===== config.mk =====
export PLATFORM = sky130hd
export DESIGN_NAME = mem_req_arbiter
export DESIGN_NICKNAME = d
export VERILOG_FILES = /design/src/rtl/mem_msg_pkg.sv /design/src/rtl/rr_arb2.sv /design/src/rtl/mem_req_arbiter.sv
export SDC_FILE = /design/constraint.sdc
export NUM_CORES = 1
export LEC_CHECK = 0
export CAP_MARGIN = 20
export CORE_ASPECT_RATIO = 1.75
export CORE_UTILIZATION = 32
export DETAILED_ROUTE_END_ITERATION = 7
export PLACE_DENSITY = 0.55
export SYNTH_ARGS = -nofsm -noshare
export SYNTH_HDL_FRONTEND = slang
export SYNTH_SLANG_ARGS = --single-unit

===== constraint.sdc =====
create_clock -name clk -period 4.2 [get_ports clk]
set_clock_uncertainty 0.05 [all_clocks]
set_input_delay 1.26 -clock clk [delete_from_list [all_inputs] [get_ports clk]]
set_output_delay 1.26 -clock clk [all_outputs]
set_load 0.02 [all_outputs]

===== src/rtl/mem_msg_pkg.sv =====
// Shared request-message layout and routing constants for the cache-miss request path.
package mem_msg_pkg;

  localparam int unsigned MSG_W = 48;

  // Message layout: {dest[1:0], 1, src[1:0], 0, cmd[4:0], 5'b0, addr[31:0]}
  localparam int unsigned DEST_HI = 47;
  localparam int unsigned DEST_LO = 46;
  localparam int unsigned SRC_HI  = 44;
  localparam int unsigned SRC_LO  = 43;
  localparam int unsigned CMD_HI  = 41;
  localparam int unsigned CMD_LO  = 37;
  localparam int unsigned ADDR_HI = 31;
  localparam int unsigned ADDR_LO = 0;

  localparam logic [1:0] LOCAL_ID = 2'b00;

  localparam logic [4:0] INSTREQ_CMD = 5'b00110;

  // Requester index; also the bit position in the arbiter request/grant vectors.
  typedef enum logic {
    ReqIc = 1'b0,
    ReqDc = 1'b1
  } req_e;

  function automatic logic [1:0] msg_dest(input logic [MSG_W-1:0] msg);
    return msg[DEST_HI:DEST_LO];
  endfunction

endpackage


===== src/rtl/rr_arb2.sv =====
// Two-requester round-robin arbiter; the pointer only moves when a grant is issued.
module rr_arb2
  import mem_msg_pkg::*;
(
  input  logic       clk_i,
  input  logic       rst_ni,
  input  logic       en_i,
  input  logic [1:0] req_i,
  output logic [1:0] gnt_o
);

  req_e prio_q, prio_d;

  // Grant: a lone request wins outright, a tie goes to the favoured requester.
  always_comb begin
    gnt_o = 2'b00;
    if (en_i) begin
      if (req_i == 2'b11) begin
        gnt_o = (prio_q == ReqIc) ? 2'b01 : 2'b10;
      end else begin
        gnt_o = req_i;
      end
    end
  end

  // Next favoured requester is the one not just granted.
  always_comb begin
    prio_d = prio_q;
    if (gnt_o[ReqIc]) begin
      prio_d = ReqDc;
    end else if (gnt_o[ReqDc]) begin
      prio_d = ReqIc;
    end
  end

  // Pointer register, IC favoured out of reset.
  always_ff @(posedge clk_i) begin
    if (!rst_ni) begin
      prio_q <= ReqIc;
    end else begin
      prio_q <= prio_d;
    end
  end

endmodule


===== src/rtl/mem_req_arbiter.sv =====
// Captures IC/DC miss-request pulses into holding slots and round-robins them onto the
// local-memory and OUT_req upload channels through registered valid/ready outputs.
module mem_req_arbiter #(
  parameter int unsigned MSG_W    = 48,
  parameter logic [1:0]  LOCAL_ID = 2'b00
) (
  input  logic             clk,
  input  logic             rst,
  input  logic             v_ic_req,
  input  logic [MSG_W-1:0] ic_req_msg,
  input  logic             v_dc_req,
  input  logic [MSG_W-1:0] dc_req_msg,
  output logic             v_local_req,
  output logic [MSG_W-1:0] local_req_msg,
  input  logic             local_ready,
  output logic             v_out_req,
  output logic [MSG_W-1:0] out_req_msg,
  input  logic             out_ready,
  output logic             ic_pending,
  output logic             dc_pending,
  output logic             ovf_err
);

  import mem_msg_pkg::*;

  logic             ic_v_q, ic_loc_q, dc_v_q, dc_loc_q;
  logic [MSG_W-1:0] ic_msg_q, dc_msg_q;
  logic             loc_v_q, out_v_q, ovf_q;
  logic [MSG_W-1:0] loc_msg_q, out_msg_q;

  logic [1:0] loc_req, out_req, loc_gnt, out_gnt;
  logic       loc_en, out_en, ic_gnt, dc_gnt;

  // Route on the message's own dest field captured in the slot.
  assign loc_req = {dc_v_q &  dc_loc_q, ic_v_q &  ic_loc_q};
  assign out_req = {dc_v_q & ~dc_loc_q, ic_v_q & ~ic_loc_q};

  // An output register may load when empty or when it is transferring this cycle.
  assign loc_en = ~loc_v_q | local_ready;
  assign out_en = ~out_v_q | out_ready;

  assign ic_gnt = loc_gnt[ReqIc] | out_gnt[ReqIc];
  assign dc_gnt = loc_gnt[ReqDc] | out_gnt[ReqDc];

  rr_arb2 u_loc_arb (
    .clk_i  (clk),
    .rst_ni (rst),
    .en_i   (loc_en),
    .req_i  (loc_req),
    .gnt_o  (loc_gnt)
  );

  rr_arb2 u_out_arb (
    .clk_i  (clk),
    .rst_ni (rst),
    .en_i   (out_en),
    .req_i  (out_req),
    .gnt_o  (out_gnt)
  );

  // IC slot: a new pulse may refill the slot in the same edge it is granted away.
  always_ff @(posedge clk) begin
    if (!rst) begin
      ic_v_q   <= 1'b0;
      ic_loc_q <= 1'b0;
      ic_msg_q <= '0;
    end else if (v_ic_req && (!ic_v_q || ic_gnt)) begin
      ic_v_q   <= 1'b1;
      ic_loc_q <= (msg_dest(ic_req_msg) == LOCAL_ID);
      ic_msg_q <= ic_req_msg;
    end else if (ic_gnt) begin
      ic_v_q <= 1'b0;
    end
  end

  // DC slot: same capture/clear rule as the IC slot.
  always_ff @(posedge clk) begin
    if (!rst) begin
      dc_v_q   <= 1'b0;
      dc_loc_q <= 1'b0;
      dc_msg_q <= '0;
    end else if (v_dc_req && (!dc_v_q || dc_gnt)) begin
      dc_v_q   <= 1'b1;
      dc_loc_q <= (msg_dest(dc_req_msg) == LOCAL_ID);
      dc_msg_q <= dc_req_msg;
    end else if (dc_gnt) begin
      dc_v_q <= 1'b0;
    end
  end

  // Sticky overflow: a pulse hit an occupied slot that was not drained this cycle.
  always_ff @(posedge clk) begin
    if (!rst) begin
      ovf_q <= 1'b0;
    end else if ((v_ic_req && ic_v_q && !ic_gnt) || (v_dc_req && dc_v_q && !dc_gnt)) begin
      ovf_q <= 1'b1;
    end
  end

  // Local-memory output register; message only changes on a new grant.
  always_ff @(posedge clk) begin
    if (!rst) begin
      loc_v_q   <= 1'b0;
      loc_msg_q <= '0;
    end else if (loc_en) begin
      loc_v_q <= |loc_gnt;
      if (loc_gnt[ReqIc]) begin
        loc_msg_q <= ic_msg_q;
      end else if (loc_gnt[ReqDc]) begin
        loc_msg_q <= dc_msg_q;
      end
    end
  end

  // Upload output register; message only changes on a new grant.
  always_ff @(posedge clk) begin
    if (!rst) begin
      out_v_q   <= 1'b0;
      out_msg_q <= '0;
    end else if (out_en) begin
      out_v_q <= |out_gnt;
      if (out_gnt[ReqIc]) begin
        out_msg_q <= ic_msg_q;
      end else if (out_gnt[ReqDc]) begin
        out_msg_q <= dc_msg_q;
      end
    end
  end

  assign v_local_req   = loc_v_q;
  assign local_req_msg = loc_msg_q;
  assign v_out_req     = out_v_q;
  assign out_req_msg   = out_msg_q;
  assign ic_pending    = ic_v_q;
  assign dc_pending    = dc_v_q;
  assign ovf_err       = ovf_q;

endmodule


**Yosys cells after proc, flatten, opt, wreduce, memory -nomap -nowiden**

Cells that the tools add are included.

- Register bits after elaboration: 201
- Output and inout port bits: 101
- Word-level logic and storage cells: 68
- Bits of input ports: 102

- Reduce and logical (&&, ||, !) cells: 23
- Bitwise operators: 12
- Equal/unequal tests: 2
- Mux-type cells: 18

Operators by type and width:

| kind | number |
|---|---|
| 48-bit 2-to-1 mux | 4 |
| 2-bit 2-to-1 mux | 6 |
| 1-bit 2-to-1 mux | 8 |
| 2-bit nonzero test | 4 |
| 1-bit logical AND | 6 |
| 1-bit AND | 4 |
| 2-bit == test, second input constant | 2 |
| 1-bit zero test | 4 |
| 2-bit zero test | 2 |
| 1-bit inverter | 4 |
| 1-bit bitwise OR | 4 |
| 2-bit AND reduction | 2 |
| 2-bit OR reduction | 2 |
| 1-bit logical OR | 3 |

**Logic depth before layout (Yosys ltp)**

- Depth after elaboration: 9
- Gate-level depth with buffers: 8
- Mapped depth without buffers: 4

**Cells and area by module**

From an unflattened synthesis, not the netlist that was laid out.

- Cell total of the unflattened synthesis: 916
- Area total of the unflattened synthesis: 8,833.5 um^2

By module, submodules not included:

| module | instances | area an instance (um^2) | cells an instance | sequential area each (um^2) |
|---|---|---|---|---|
| mem_req_arbiter | 1 | 8,700.8 | 896 | 3,983.8 |
| rr_arb2 | 2 | 66.3 | 10 | 20.0 |

**Least setup slack after synthesis**

No wires, ideal clock.

- Kind: input to register
- Start point: input local_ready
- End point: register ic_msg_q[0]
- Path slack: 1.640 ns
- Buffers on the path: 3
- Required time: 4.029 ns
- Arrival time: 2.388 ns
- Cell stages on the path: 7
- Library setup time: 0.121 ns
- Path through: nand2b_1 a31o_2 o21a_1 buf_2 buf_4 buf_4 mux2i_1

- Longest elaborated chain between the ends: 5

Ends and longest elaborated chain:

| what | line | source |
|---|---|---|
| from (decl) | mem_req_arbiter.sv:15 | `input logic local_ready,` |
| 1-bit bitwise OR | mem_req_arbiter.sv:39 | `assign loc_en = ~loc_v_q \| local_ready;` |
| 2-bit 2-to-1 mux | rr_arb2.sv:17 | `if (en_i) begin` |
| 1-bit bitwise OR | mem_req_arbiter.sv:42 | `assign ic_gnt = loc_gnt[ReqIc] \| out_gnt[ReqIc];` |
| 1-bit logical OR | mem_req_arbiter.sv:67 | `end else if (v_ic_req && (!ic_v_q \|\| ic_gnt)) begin` |
| 1-bit logical AND | mem_req_arbiter.sv:67 |  |
| to (signal assigned) | mem_req_arbiter.sv:70 | `ic_msg_q <= ic_req_msg;` |
| to (decl) | mem_req_arbiter.sv:27 | `logic [MSG_W-1:0] ic_msg_q, dc_msg_q;` |

Every way passes these cells.
A chain may end at the register's enable or synchronous reset.

**Worst setup path in the final report**

- Start point: input out_ready
- End point: register ic_msg_q[33]

- Longest elaborated chain between the ends: 5

Ends and longest elaborated chain:

| what | line | source |
|---|---|---|
| from (decl) | mem_req_arbiter.sv:18 | `input logic out_ready,` |
| 1-bit bitwise OR | mem_req_arbiter.sv:40 | `assign out_en = ~out_v_q \| out_ready;` |
| 2-bit 2-to-1 mux | rr_arb2.sv:17 |  |
| 1-bit bitwise OR | mem_req_arbiter.sv:42 |  |
| 1-bit logical OR | mem_req_arbiter.sv:67 |  |
| 1-bit logical AND | mem_req_arbiter.sv:67 |  |

Every way passes these cells.

==> results.py <==
metrics = {
    "route": {
        "wire_per_inst_um": 17.14,
        "drt_first_pass_iters": 4,
        "vias_per_cell": 4.822,
        "via_count": 6722,
        "drtIter0Drc": 267,
        "wl_um": 23900,
        "drc_errors": 0,
        "antenna_left": 0,
    },
    "final_layout": {
        "final_cell_mix": "dfxtp_1 (201), clkdlybuf4s50_1 (201), nand2_1 (198), mux2i_1 (194), o21ai_0 (99)",
        "fill_cells": 2479,
        "layout-drive-gt1-share_pct": 4.824,
        "area_growth_pct": 35.72,
        "final_area_um2": 11180,
        "nets": 1166,
        "diodes": 0,
    },
    "place": {
        "port_buffers": 202,
        "place_congestion": 0.7619,
        "dpl_cell_area_um2": 10530,
        "place_ws_ns": 0.6374,
        "dpl.hpwl_um": 16130,
    },
    "yosys": {
        "ys_ff_latch": 201,
        "synthesis.instances": 900,
        "yosys.area.top_type": "dfxtp_1",
        "ys_warn_count": 0,
        "ys_seq_area_share_pct": 48.84,
        "synth_top_area_share_pct": 48.84,
        "yosysUniqueCellTypes": 26,
        "ys_top_cells_by_area": "dfxtp_1 (49%), mux2i_1 (24%), nand2_1 (9.0%), o21ai_0 (6.0%), a21oi_1 (6.0%)",
        "syn_area_per_cell_um2": 9.155,
        "synth_fp_nets": 1002,
        "syn-cell-area_um2": 8239,
    },
    "run": {
        "cap_violations": 0,
    },
    "clocking": {
        "clkLatencyLatePin_ns": 0.50,
        "cts-resized-gates": 0,
        "cts_buffers": 20,
        "post_cts_buffers": 0,
        "clk_pin_slew_worst_paths_ns": 0.06,
        "cts.htree.levels": 1,
        "clock_path_buffers": 3,
        "clkSinkCount": 201,
        "root_buffer": "clkbuf_16",
        "cts_tree": "built",
        "hold_buffers": 0,
    },
    "global_route": {
        "grt_pass1_vias": 6633,
        "antenna_found_initial": 1,
        "grt_pass1_wl_um": 36580,
        "track_usage_pct": 18.01,
        "grt_max_degree": 107,
        "grt_overflow_total": 0,
    },
    "critical_path": {
        "path_cells": "clkdlybuf4s50_1 > nor2b_1 > nor3_1 > o21a_4 > buf_4 > mux2i_1",
        "crit_type": "in -> reg",
        "cp_max_fo": 31,
        "arrival_ns": 3.40,
        "start_kind": "input pin",
        "worstSetupStartpoint": "out_ready",
        "regToRegStartpoint": "dc_loc_q$_SDFFE_PN0P_",
        "endpoint_kind": "register",
        "cp_slowest_cell": "o21a_4",
        "slowest_delay_ns": 0.63,
        "cp.required_ns": 4.57,
    },
    "worst_hold_path": {
        "hold_path.class": "reg -> reg",
        "min_from": "ic_msg_q[44]$_SDFFE_PN0P_",
    },
    "sta": {
        "post-route-period-util_pct": 72.18,
        "max_slew_margin_pct": 56.65,
        "finalSetupViolCount": 0,
        "hold_viol": 0,
        "fmax_mhz": 329.9,
        "grt_setup_unrepaired": "no",
        "finalCriticalPeriod_ns": 3.031,
        "fin_ws_ns": 1.169,
        "worstMarginPinSlew_ns": 0.6503,
        "finalSetupTns_ns": 0,
        "slew_viol_final": 0,
    },
    "pwr": {
        "finalPower_mw": 4.695,
        "powerDensity_nw_per_um2": 419.9,
        "ir_drop_mv": 0.2491,
        "p_leak_nw": 4.886,
    },
    "floorplanning": {
        "core_area_um2": 25240,
        "die_w_um": 123.3,
        "die-area_um2": 26420,
        "row_count": 77,
        "io_pins": 203,
        "die_y_um": 214.3,
        "initial_core_util_pct": 32.64,
    },
    "outcome": {
        "outcome": "finished, final reports clean",
    },
}
==> area by class of cell <==
class	instances	area [µm²]	share of cell area [%]
clock buffers	33	610.6	5.460
inverters	4	15.01	0.1343
flip-flops and latches	201	4024	35.99
multi-input cells	618	3902	34.90
clock inverters	3	43.79	0.3916
repair buffers	219	2191	19.59
well taps	316	395.4	3.536
==> final timing paths <==
path	endpoint	slack, ns	cells past startpoint
worst max-delay path	ic_msg_q[33]$_SDFFE_PN0P_	1.17	6
worst min-delay path	ic_msg_q[44]$_SDFFE_PN0P_	0.42	2
worst max register to register	ic_msg_q[33]$_SDFFE_PN0P_	1.91	5
worst min register to register	ic_msg_q[44]$_SDFFE_PN0P_	0.42	2
==> state kept, by name, summed over array words and instances (netlist names) <==
name and flops:
out_req_msg 48, dc_loc_q 1, u_out_arb.prio_q 1, v_out_req 1
v_local_req 1, u_loc_arb.prio_q 1, ic_pending 1, dc_pending 1
ovf_err 1, ic_msg_q 48, local_req_msg 48, dc_msg_q 48
ic_loc_q 1
==> synth_stat cells, drive strengths merged <==
master  count
and2        3
nand4       1
o21a        4
nand2     198
a21boi      1
and3b       2
nor3        4
nor3b       1
inv         4
nand2b      4
nor2        2
or4         1
clkbuf     54
nor2b       2
o21ai      99
mux2i     194
o31a        1
a21oi      98
nand3       1
o31ai       1
dfxtp     201
a31o        1
buf        23
==> metrics by stage <==
step	cells	util [%]	hold WS [ns]
6_report	1394	44.30	0.4200
5_1_grt	1394	44.30	0.4365
4_1_cts	1394	44.30	0.4231
3_5_place_dp	1358	41.71	0.4120
3_3_place_gp	1358	41.71	0.4060
2_1_floorplan	900	-	0.3964
==> power breakdown <==
part	internal (mW)	switching, mW
sequential	2.04	0.0961
combinational	0.359	0.385
clock	1.06	0.756
==> worst max-delay path, delay by kind of cell <==
kind | cells | cell delay (ns)
compound gates | 1 | 0.63
mux | 1 | 0.20
buf+inv | 2 | 0.83
simple gates | 2 | 0.47
==> cell families after synthesis <==
| group | Yosys count | share of synthesized area [%] |
|---|---|---|
| and+or+nand+nor | 219 | 10.57 |
| AOI/OAI and AO/OA | 205 | 12.73 |
| muxes | 194 | 23.57 |
| DFF | 201 | 48.84 |
| buffers and inverters | 81 | 4.297 |
==> layer usage <==
| metal | part of all wire [%] | wire length, µm | vias to the layer above | GRT usage [%] |
|---|---|---|---|---|
| met4 | 3.1 | 735 | 2 | 6.627 |
| li1 | - | - | 3426 | - |
| met3 | 3.6 | 863 | 39 | 2.154 |
| met2 | 54 | 12830 | 141 | 33.99 |
| met5 | 0.054 | 13 | - | 0 |
| met1 | 40 | 9454 | 3114 | 19.91 |
No activity file was read; power rests on OpenSTA's default activity.
